**config.mk**
```make
export PLATFORM = sky130hd
export DESIGN_NAME = crc_arbiter_flat
export DESIGN_NICKNAME = d
export VERILOG_FILES = /design/src/rtl/crc_arb_pkg.sv /design/src/rtl/crc_arbiter_if.sv /design/src/rtl/rr_arbiter.sv /design/src/rtl/crc_arbiter.sv /design/src/flat_wrapper.sv
export SDC_FILE = /design/constraint.sdc
export NUM_CORES = 1
export LEC_CHECK = 0
export CORE_AREA = 2 2 256 258
export CTS_BUF_LIST = sky130_fd_sc_hd__clkbuf_4 sky130_fd_sc_hd__clkbuf_8
export DETAILED_ROUTE_END_ITERATION = 10
export DIE_AREA = 0 0 258 260
export GPL_ROUTABILITY_DRIVEN = 0
export PLACE_DENSITY = 0.47
export SLEW_MARGIN = 20
export SYNTH_ARGS = -nofsm -noshare
export SYNTH_HDL_FRONTEND = slang
export SYNTH_SLANG_ARGS = --single-unit
```
**constraint.sdc**
```tcl
create_clock -name clk -period 4.3 [get_ports clk]
set_input_delay 0.645 -clock clk [delete_from_list [all_inputs] [get_ports clk]]
set_output_delay 0.645 -clock clk [all_outputs]
set_load 0.02 [all_outputs]
```
**src/rtl/crc_arb_pkg.sv**
```systemverilog
// ---------------------------------------------------------------------------
// crc_arb_pkg
// Shared types and constants for the CRC-3 engine scheduler (crc_arbiter).
//   state_e  : scheduler FSM states (IDLE/ISSUE/WAIT/CAPTURE/FLUSH)
//   pick_t   : round-robin pick result (found flag + winning index)
//   rr_pick  : first valid index scanning ptr, ptr+1, ... wrapping at nreq
// ---------------------------------------------------------------------------
package crc_arb_pkg;

    localparam int CRC_W       = 3;
    localparam int NOMINAL_LAT = 130;
    localparam int MAX_REQ     = 8;

    typedef enum logic [2:0] {
        IDLE    = 3'd0,
        ISSUE   = 3'd1,
        WAIT    = 3'd2,
        CAPTURE = 3'd3,
        FLUSH   = 3'd4
    } state_e;

    typedef struct packed {
        logic       found;
        logic [2:0] idx;
    } pick_t;

    // Scan candidates in rotating order; the first hit wins and later hits
    // are masked by the found flag, so the result is a single index.
    function automatic pick_t rr_pick(input logic [MAX_REQ-1:0] valid,
                                      input logic [2:0]         ptr,
                                      input int                 nreq);
        pick_t res;
        int    cand;
        logic  hit;
        res.found = 1'b0;
        res.idx   = 3'd0;
        for (int k = 0; k < MAX_REQ; k++) begin
            cand      = (int'(ptr) + k) % nreq;
            hit       = !res.found && (k < nreq) && valid[cand];
            res.idx   = hit ? 3'(cand) : res.idx;
            res.found = res.found | hit;
        end
        return res;
    endfunction

endpackage

```
**src/rtl/crc_arbiter_if.sv**
```systemverilog
// ---------------------------------------------------------------------------
// crc_arbiter_if
// Bundles the requester side and the CRC engine side of crc_arbiter.
//   req_valid/req_data/req_ready : NREQ requesters, payload i at [i*DW +: DW]
//   rsp_valid/rsp_id/rsp_crc/rsp_err : one-cycle result strobe to owner
//   crc_en/crc_data              : engine start pulse and held payload
//   crc_o_valid/crc_o_data       : engine done strobe, result one cycle later
// Modports: slave = the arbiter, master = requesters + engine.
// ---------------------------------------------------------------------------
interface crc_arbiter_if #(
    parameter int NREQ = 4,
    parameter int DW   = 128
);
    import crc_arb_pkg::*;

    logic [NREQ-1:0]    req_valid;
    logic [NREQ*DW-1:0] req_data;
    logic [NREQ-1:0]    req_ready;
    logic               rsp_valid;
    logic [2:0]         rsp_id;
    logic [CRC_W-1:0]   rsp_crc;
    logic               rsp_err;
    logic               crc_en;
    logic [DW-1:0]      crc_data;
    logic               crc_o_valid;
    logic [CRC_W-1:0]   crc_o_data;

    modport slave (
        input  req_valid, req_data, crc_o_valid, crc_o_data,
        output req_ready, rsp_valid, rsp_id, rsp_crc, rsp_err, crc_en, crc_data
    );

    modport master (
        output req_valid, req_data, crc_o_valid, crc_o_data,
        input  req_ready, rsp_valid, rsp_id, rsp_crc, rsp_err, crc_en, crc_data
    );

endinterface

```
**src/rtl/rr_arbiter.sv**
```systemverilog
// ---------------------------------------------------------------------------
// rr_arbiter
// Purely combinational round-robin pick. The pointer register lives in the
// parent; this block only turns (valid, ptr) into a one-hot grant.
//   valid : NREQ request lines
//   ptr   : index with highest priority this cycle
//   grant : one-hot winner (all zero when nothing is valid)
//   idx   : winner index, found : any request valid
// ---------------------------------------------------------------------------
module rr_arbiter
    import crc_arb_pkg::*;
#(
    parameter int NREQ = 4
) (
    input  logic [NREQ-1:0] valid,
    input  logic [2:0]      ptr,
    output logic [NREQ-1:0] grant,
    output logic [2:0]      idx,
    output logic            found
);

    logic [MAX_REQ-1:0] valid_ext_s;
    pick_t              pick_s;

    assign valid_ext_s = MAX_REQ'(valid);
    assign pick_s      = rr_pick(valid_ext_s, ptr, NREQ);
    assign idx         = pick_s.idx;
    assign found       = pick_s.found;

    // Decode the picked index into a one-hot grant vector.
    always_comb begin
        grant = {NREQ{1'b0}};
        for (int i = 0; i < NREQ; i++) begin
            grant[i] = pick_s.found && (pick_s.idx == 3'(i));
        end
    end

endmodule

```
**src/rtl/crc_arbiter.sv**
```systemverilog
// ---------------------------------------------------------------------------
// crc_arbiter
// Round-robin scheduler sharing one CRC-3 (x^3+x+1) engine among NREQ
// requesters. One job in flight: grant + latch payload (IDLE), pulse crc_en
// (ISSUE), hold crc_data until the engine finishes (WAIT), capture the result
// the cycle after crc_o_valid (CAPTURE), strobe rsp_* in the next IDLE cycle.
// Ports:
//   clk, rst : clock, asynchronous active-high reset (also resets the engine)
//   bus      : crc_arbiter_if.slave (requests, response, engine handshake)
// Optional build macro CRC_TIMEOUT_EN: bounds WAIT to TIMEOUT cycles after
// crc_en; on expiry reports rsp_err=1 and parks in FLUSH until the engine's
// late crc_o_valid is seen. Without it WAIT is unbounded and rsp_err is 0.
// ---------------------------------------------------------------------------
module crc_arbiter
    import crc_arb_pkg::*;
#(
    parameter int NREQ    = 4,
    parameter int DW      = 128,
    parameter int TIMEOUT = 200
) (
    input  logic           clk,
    input  logic           rst,
    crc_arbiter_if.slave   bus
);

    // Reject configurations the counter and index widths cannot represent.
    if ((NREQ < 2) || (NREQ > MAX_REQ) || (TIMEOUT <= NOMINAL_LAT) || (TIMEOUT > 255)) begin : g_cfg_err
        $error("crc_arbiter: illegal NREQ/TIMEOUT parameter combination");
    end

    state_e           state_r;
    logic [2:0]       ptr_r;
    logic [2:0]       owner_r;
    logic [DW-1:0]    payload_r;
    logic             crc_en_r;
    logic             rsp_valid_r;
    logic [2:0]       rsp_id_r;
    logic [CRC_W-1:0] rsp_crc_r;

    logic [NREQ-1:0]  grant_s;
    logic [2:0]       win_idx_s;
    logic             win_found_s;
    logic             take_s;
    logic [2:0]       next_ptr_s;
    logic [DW-1:0]    sel_payload_s;

`ifdef CRC_TIMEOUT_EN
    // Counter holds (WAIT cycles - 1); matching TIMEOUT-2 puts the error
    // strobe exactly TIMEOUT cycles after the crc_en cycle.
    localparam logic [7:0] TO_LAST = 8'(TIMEOUT - 2);
    logic [7:0]       wait_cnt_r;
    logic             rsp_err_r;
`endif

    rr_arbiter #(.NREQ(NREQ)) u_rr (
        .valid (bus.req_valid),
        .ptr   (ptr_r),
        .grant (grant_s),
        .idx   (win_idx_s),
        .found (win_found_s)
    );

    // Grant only while idle and out of reset so req_ready reads 0 in reset.
    assign take_s        = (state_r == IDLE) && win_found_s && !rst;
    assign next_ptr_s    = (win_idx_s == 3'(NREQ - 1)) ? 3'd0 : (win_idx_s + 3'd1);
    assign sel_payload_s = bus.req_data[int'(win_idx_s) * DW +: DW];

    assign bus.req_ready = take_s ? grant_s : {NREQ{1'b0}};
    assign bus.crc_en    = crc_en_r;
    assign bus.crc_data  = payload_r;
    assign bus.rsp_valid = rsp_valid_r;
    assign bus.rsp_id    = rsp_id_r;
    assign bus.rsp_crc   = rsp_crc_r;
`ifdef CRC_TIMEOUT_EN
    assign bus.rsp_err   = rsp_err_r;
`else
    assign bus.rsp_err   = 1'b0;
`endif

    // Scheduler FSM with registered engine-start and response outputs.
    always_ff @(posedge clk or posedge rst) begin
        if (rst) begin
            state_r     <= IDLE;
            ptr_r       <= 3'd0;
            owner_r     <= 3'd0;
            payload_r   <= {DW{1'b0}};
            crc_en_r    <= 1'b0;
            rsp_valid_r <= 1'b0;
            rsp_id_r    <= 3'd0;
            rsp_crc_r   <= {CRC_W{1'b0}};
`ifdef CRC_TIMEOUT_EN
            wait_cnt_r  <= 8'd0;
            rsp_err_r   <= 1'b0;
`endif
        end else begin
            crc_en_r    <= 1'b0;
            rsp_valid_r <= 1'b0;
            case (state_r)
                IDLE: begin
                    if (take_s) begin
                        payload_r <= sel_payload_s;
                        owner_r   <= win_idx_s;
                        ptr_r     <= next_ptr_s;
                        crc_en_r  <= 1'b1;
                        state_r   <= ISSUE;
                    end else begin
                        state_r   <= IDLE;
                    end
                end
                ISSUE: begin
`ifdef CRC_TIMEOUT_EN
                    wait_cnt_r <= 8'd0;
`endif
                    state_r    <= WAIT;
                end
                WAIT: begin
                    if (bus.crc_o_valid) begin
                        state_r <= CAPTURE;
`ifdef CRC_TIMEOUT_EN
                    end else if (wait_cnt_r == TO_LAST) begin
                        rsp_valid_r <= 1'b1;
                        rsp_err_r   <= 1'b1;
                        rsp_crc_r   <= {CRC_W{1'b0}};
                        rsp_id_r    <= owner_r;
                        state_r     <= FLUSH;
                    end else begin
                        wait_cnt_r  <= wait_cnt_r + 8'd1;
                        state_r     <= WAIT;
`else
                    end else begin
                        state_r <= WAIT;
`endif
                    end
                end
                CAPTURE: begin
                    rsp_crc_r   <= bus.crc_o_data;
                    rsp_id_r    <= owner_r;
                    rsp_valid_r <= 1'b1;
`ifdef CRC_TIMEOUT_EN
                    rsp_err_r   <= 1'b0;
`endif
                    state_r     <= IDLE;
                end
`ifdef CRC_TIMEOUT_EN
                // The late engine result is dropped; only its strobe matters.
                FLUSH: begin
                    if (bus.crc_o_valid) begin
                        state_r <= IDLE;
                    end else begin
                        state_r <= FLUSH;
                    end
                end
`endif
                default: begin
                    state_r <= IDLE;
                end
            endcase
        end
    end

endmodule

```
**src/flat_wrapper.sv**
```systemverilog
// flat-port wrapper written by rule: the top's interface ports become plain ports
module crc_arbiter_flat import crc_arb_pkg::*;
#(
    parameter int NREQ    = 4,
    parameter int DW      = 128,
    parameter int TIMEOUT = 200
)
  (clk, rst, bus_req_valid, bus_req_data, bus_crc_o_valid, bus_crc_o_data, bus_req_ready, bus_rsp_valid, bus_rsp_id, bus_rsp_crc, bus_rsp_err, bus_crc_en, bus_crc_data);
  crc_arbiter_if #(.NREQ(NREQ), .DW(DW)) bus_i ();
  input  logic clk;
  input  logic rst;
  input wire logic [$bits(bus_i.req_valid)-1:0] bus_req_valid;
  input wire logic [$bits(bus_i.req_data)-1:0] bus_req_data;
  input wire logic [$bits(bus_i.crc_o_valid)-1:0] bus_crc_o_valid;
  input wire logic [$bits(bus_i.crc_o_data)-1:0] bus_crc_o_data;
  output wire logic [$bits(bus_i.req_ready)-1:0] bus_req_ready;
  output wire logic [$bits(bus_i.rsp_valid)-1:0] bus_rsp_valid;
  output wire logic [$bits(bus_i.rsp_id)-1:0] bus_rsp_id;
  output wire logic [$bits(bus_i.rsp_crc)-1:0] bus_rsp_crc;
  output wire logic [$bits(bus_i.rsp_err)-1:0] bus_rsp_err;
  output wire logic [$bits(bus_i.crc_en)-1:0] bus_crc_en;
  output wire logic [$bits(bus_i.crc_data)-1:0] bus_crc_data;
  assign bus_i.req_valid = bus_req_valid;
  assign bus_i.req_data = bus_req_data;
  assign bus_i.crc_o_valid = bus_crc_o_valid;
  assign bus_i.crc_o_data = bus_crc_o_data;
  assign bus_req_ready = bus_i.req_ready;
  assign bus_rsp_valid = bus_i.rsp_valid;
  assign bus_rsp_id = bus_i.rsp_id;
  assign bus_rsp_crc = bus_i.rsp_crc;
  assign bus_rsp_err = bus_i.rsp_err;
  assign bus_crc_en = bus_i.crc_en;
  assign bus_crc_data = bus_i.crc_data;
  crc_arbiter #(.NREQ(NREQ), .DW(DW), .TIMEOUT(TIMEOUT)) u_core (.clk(clk), .rst(rst), .bus(bus_i));
endmodule
```
==> results.py <==
metrics = {
    "power": {
        "vdd.ir_drop.worst_mv": 0.315,
        "power_density_nw_per_um2": 506,
        "leakage_nw": 7.36,
        "design_power_total_w": 0.00837,
    },
    "route": {
        "route.detailed.wl_per_inst_um": 17.7,
        "via_per_inst": 4.08,
        "totalWireLength_um": 46900,
        "post-route-drc-count": 0,
        "dr_total_vias": 10800,
        "final_antenna_net_count": 0,
        "drc_marker_count_from_the_first_detailed_route_iteration": 551,
        "detail_route.first_pass.iterations": 5,
    },
    "timing": {
        "setup_violations": 0,
        "timing_max_transition_violations_final": 0,
        "setup_tns_final_ns": 0,
        "fmax_mhz": 283,
        "period_needed_ns": 3.53,
        "timing.max_slew.rel_slack": 0.342,
        "finalHoldViolations": 0,
        "grt_setup_unrepaired": "no",
        "skew_ns": 0.0133,
        "post-route-period-util": 0.821,
        "worst_slew_pin_slew_ns": 0.986,
    },
    "clock_tree": {
        "cts.root.buffer_cell": "clkbuf_8",
        "clockBufferDepth": 2,
        "clock_tree.htree_level_count": 4,
        "cts_resized": 0,
        "cts.sinks": 141,
        "cts.hold.buffers_added": 0,
        "cts_tree": "yes",
        "cts_setup_buffers": 0,
        "clk-insertion-delay-late_ns": 0.52,
        "cts.reportedPaths.clkPinSlew_ns": 0.10,
        "cts_made_buffers": 17,
    },
    "outcome": {
        "status": "finished clean",
    },
    "finish": {
        "finish.instance_area_um2": 16500,
        "final_util": 0.258,
        "mostFrequentLayoutCells": "clkdlybuf4s50_1 (660), nand2_1 (520), a21oi_1 (258)",
        "drive_above_1_share": 0.0334,
        "area_growth_syn_to_layout_pct": 84.9,
        "nets": 2312,
        "layout.cells.most_common": "clkdlybuf4s50_1",
    },
    "placement": {
        "detailedPlacementHpwl_um": 34500,
        "placed_cell_area_um2": 16200,
        "place.port_buffers": 660,
    },
    "global_routing": {
        "grt_first_pass_wirelength_um": 68300,
        "grt_max_degree": 139,
        "grt_overflow_total": 0,
        "antenna_violations_before_repair": 2,
        "grt_use_total": 0.134,
        "first_global_vias": 11000,
    },
    "synthesis": {
        "synth.top_cell.area_share": 0.395,
        "syn_area_um2": 8940,
        "synthDistinctLibCells": 31,
        "post_synth_inst_count": 1190,
        "synth_area_leaders": "dfrtp_1 (39%), nand2_1 (22%), a21oi_1 (14%), a211o_1 (13%), buf_6 (4.4%)",
        "synthesis.area_per_instance_um2": 7.51,
        "synthDominantAreaCellType": "dfrtp_1",
        "synth_seq_cells": 141,
        "synthesis.yosys.warnings": 0,
        "yosysSeqAreaShare": 0.395,
    },
    "floorplanning": {
        "die_area_um2": 67100,
        "die_height_um": 260,
        "floorplan.initialDensity": 0.139,
        "top_level_ports": 663,
        "row_count": 93,
        "placeableCoreArea_um2": 64100,
        "die_w_um": 258,
    },
    "worst_setup_path": {
        "slowest_stage": "clkdlybuf4s50_1",
        "arrival_ns": 2.88,
        "r2r_slack_ns": 1.59,
        "worst-path-max-fanout": 25,
        "path_buf_inv": 3,
        "cp-end-kind": "output pin",
        "cp_num_cells": 7,
        "critPathKind": "input port to output pin",
        "crit_start": "bus_req_valid[2]",
        "cp_cell_sequence": "clkdlybuf4s50_1 > or3b_1 > o221a_4 > inv_8 > ha_1 > and2_1 > clkdlybuf4s50_1",
        "worst_setup_path_start_kind": "input port",
        "crit_path_leading_delay_family": "buffers and inverters",
        "cpPeakStageDelay_ns": 0.61,
        "worst_r2r_path_depth": 7,
        "crit-reg2reg-launch": "u_core.ptr_r[1]$_DFFE_PP0P_",
        "crit-reg2reg-capture": "u_core.bus.crc_data[49]$_DFFE_PP0P_",
        "critical_path.endpoint": "bus_req_ready[0]",
        "path_common_cell": "clkdlybuf4s50_1",
        "worstPathRequired_ns": 3.65,
    },
    "worst_hold_path": {
        "hold_class": "flip-flop to flip-flop",
        "worstHoldStart": "u_core.owner_r[0]$_DFFE_PP0P_",
    },
    "flow_run": {
        "max_cap_violations": 0,
    },
}
==> worst reg2reg max path: cells and delay by family, from the launching register on <==
| kind | cells | cell delay [ns] |
|---|---|---|
| compound gates | 3 | 0.72 |
| buf+inv | 2 | 0.53 |
| flops | 1 | 0.46 |
| simple gates | 2 | 0.94 |
==> cell type report <==
class | count | area (um2)
timing repair buffer | 676 | 6840
clock buffer | 19 | 255
inverter | 7 | 37.5
sequential | 141 | 3530
multi-input combinational | 940 | 4690
fill | 6917 | 47600
antenna | 1 | 2.50
clock inverter | 13 | 108
tap | 855 | 1070
==> per-layer routing <==
layer | GRT usage | up-vias | share of wire
li1 | - | 5207 | -
met1 | 0.149 | 5095 | 0.39
met2 | 0.237 | 448 | 0.50
met3 | 0.0453 | 58 | 0.080
met4 | 0.0487 | 2 | 0.025
met5 | 0 | - | 0.00021
==> where the power goes <==
group | total, W | internal [W] | switching, W
Combinational | 0.00500 | 0.00228 | 0.00271
Sequential | 0.00227 | 0.00192 | 0.000353
Clock | 0.00110 | 0.000431 | 0.000664
Total | 0.00837 | 0.00464 | 0.00373
==> cell usage after synthesis (all sizes together) <==
| cell type | instances |
|---|---|
| a211o | 128 |
| a21boi | 1 |
| a21o | 1 |
| a21oi | 258 |
| a221o | 1 |
| and2 | 5 |
| buf | 77 |
| clkbuf | 26 |
| conb | 1 |
| dfrtp | 141 |
| ha | 7 |
| inv | 7 |
| mux2 | 5 |
| mux2i | 1 |
| nand2 | 520 |
| nand2b | 1 |
| nand3 | 1 |
| nor2 | 1 |
| nor2b | 2 |
| nor4 | 1 |
| o21ai | 1 |
| o21bai | 1 |
| o221a | 1 |
| or2 | 1 |
| or3b | 1 |
==> flip-flops by register name (all words and copies together) (netlist names) <==
register,cells
u_core.state_r,2
u_core.bus.rsp_crc,3
u_core.bus.crc_data,128
u_core.ptr_r,2
u_core.owner_r,2
u_core.bus.rsp_valid,1
u_core.bus.rsp_id,2
u_core.bus.crc_en,1
==> how the worst min path moves through the flow <==
stage | endpoint | slack [ns] | depth (start not counted)
3_3_place_gp | u_core.owner_r[1]$_DFFE_PP0P_ | 0.46 | 2
3_5_place_dp | u_core.owner_r[1]$_DFFE_PP0P_ | 0.47 | 2
2_1_floorplan | u_core.owner_r[1]$_DFFE_PP0P_ | 0.44 | 2
5_1_grt | u_core.bus.crc_data[75]$_DFFE_PP0P_ | 0.51 | 1
6_report | u_core.owner_r[0]$_DFFE_PP0P_ | 0.49 | 2
4_1_cts | u_core.owner_r[1]$_DFFE_PP0P_ | 0.49 | 2
==> cells by family after synthesis <==
logic type               synth area share
AND/OR/NAND/NOR                     0.228
AO/OA/AOI/OAI                       0.275
flip-flops                          0.395
buffers and inverters              0.0845
adder cells (fa/ha/maj)           0.00980
multiplexers                      0.00742
other                            0.000419
==> metrics by stage <==
stage,std cells,setup WS (ns),hold slack [ns]
5_1_grt,2652,0.662,0.507
2_1_floorplan,1191,1.73,0.441
3_3_place_gp,2619,0.799,0.456
4_1_cts,2651,0.771,0.494
3_5_place_dp,2619,0.786,0.468
6_report,2652,0.771,0.488
(Power assumes the default switching activity.)
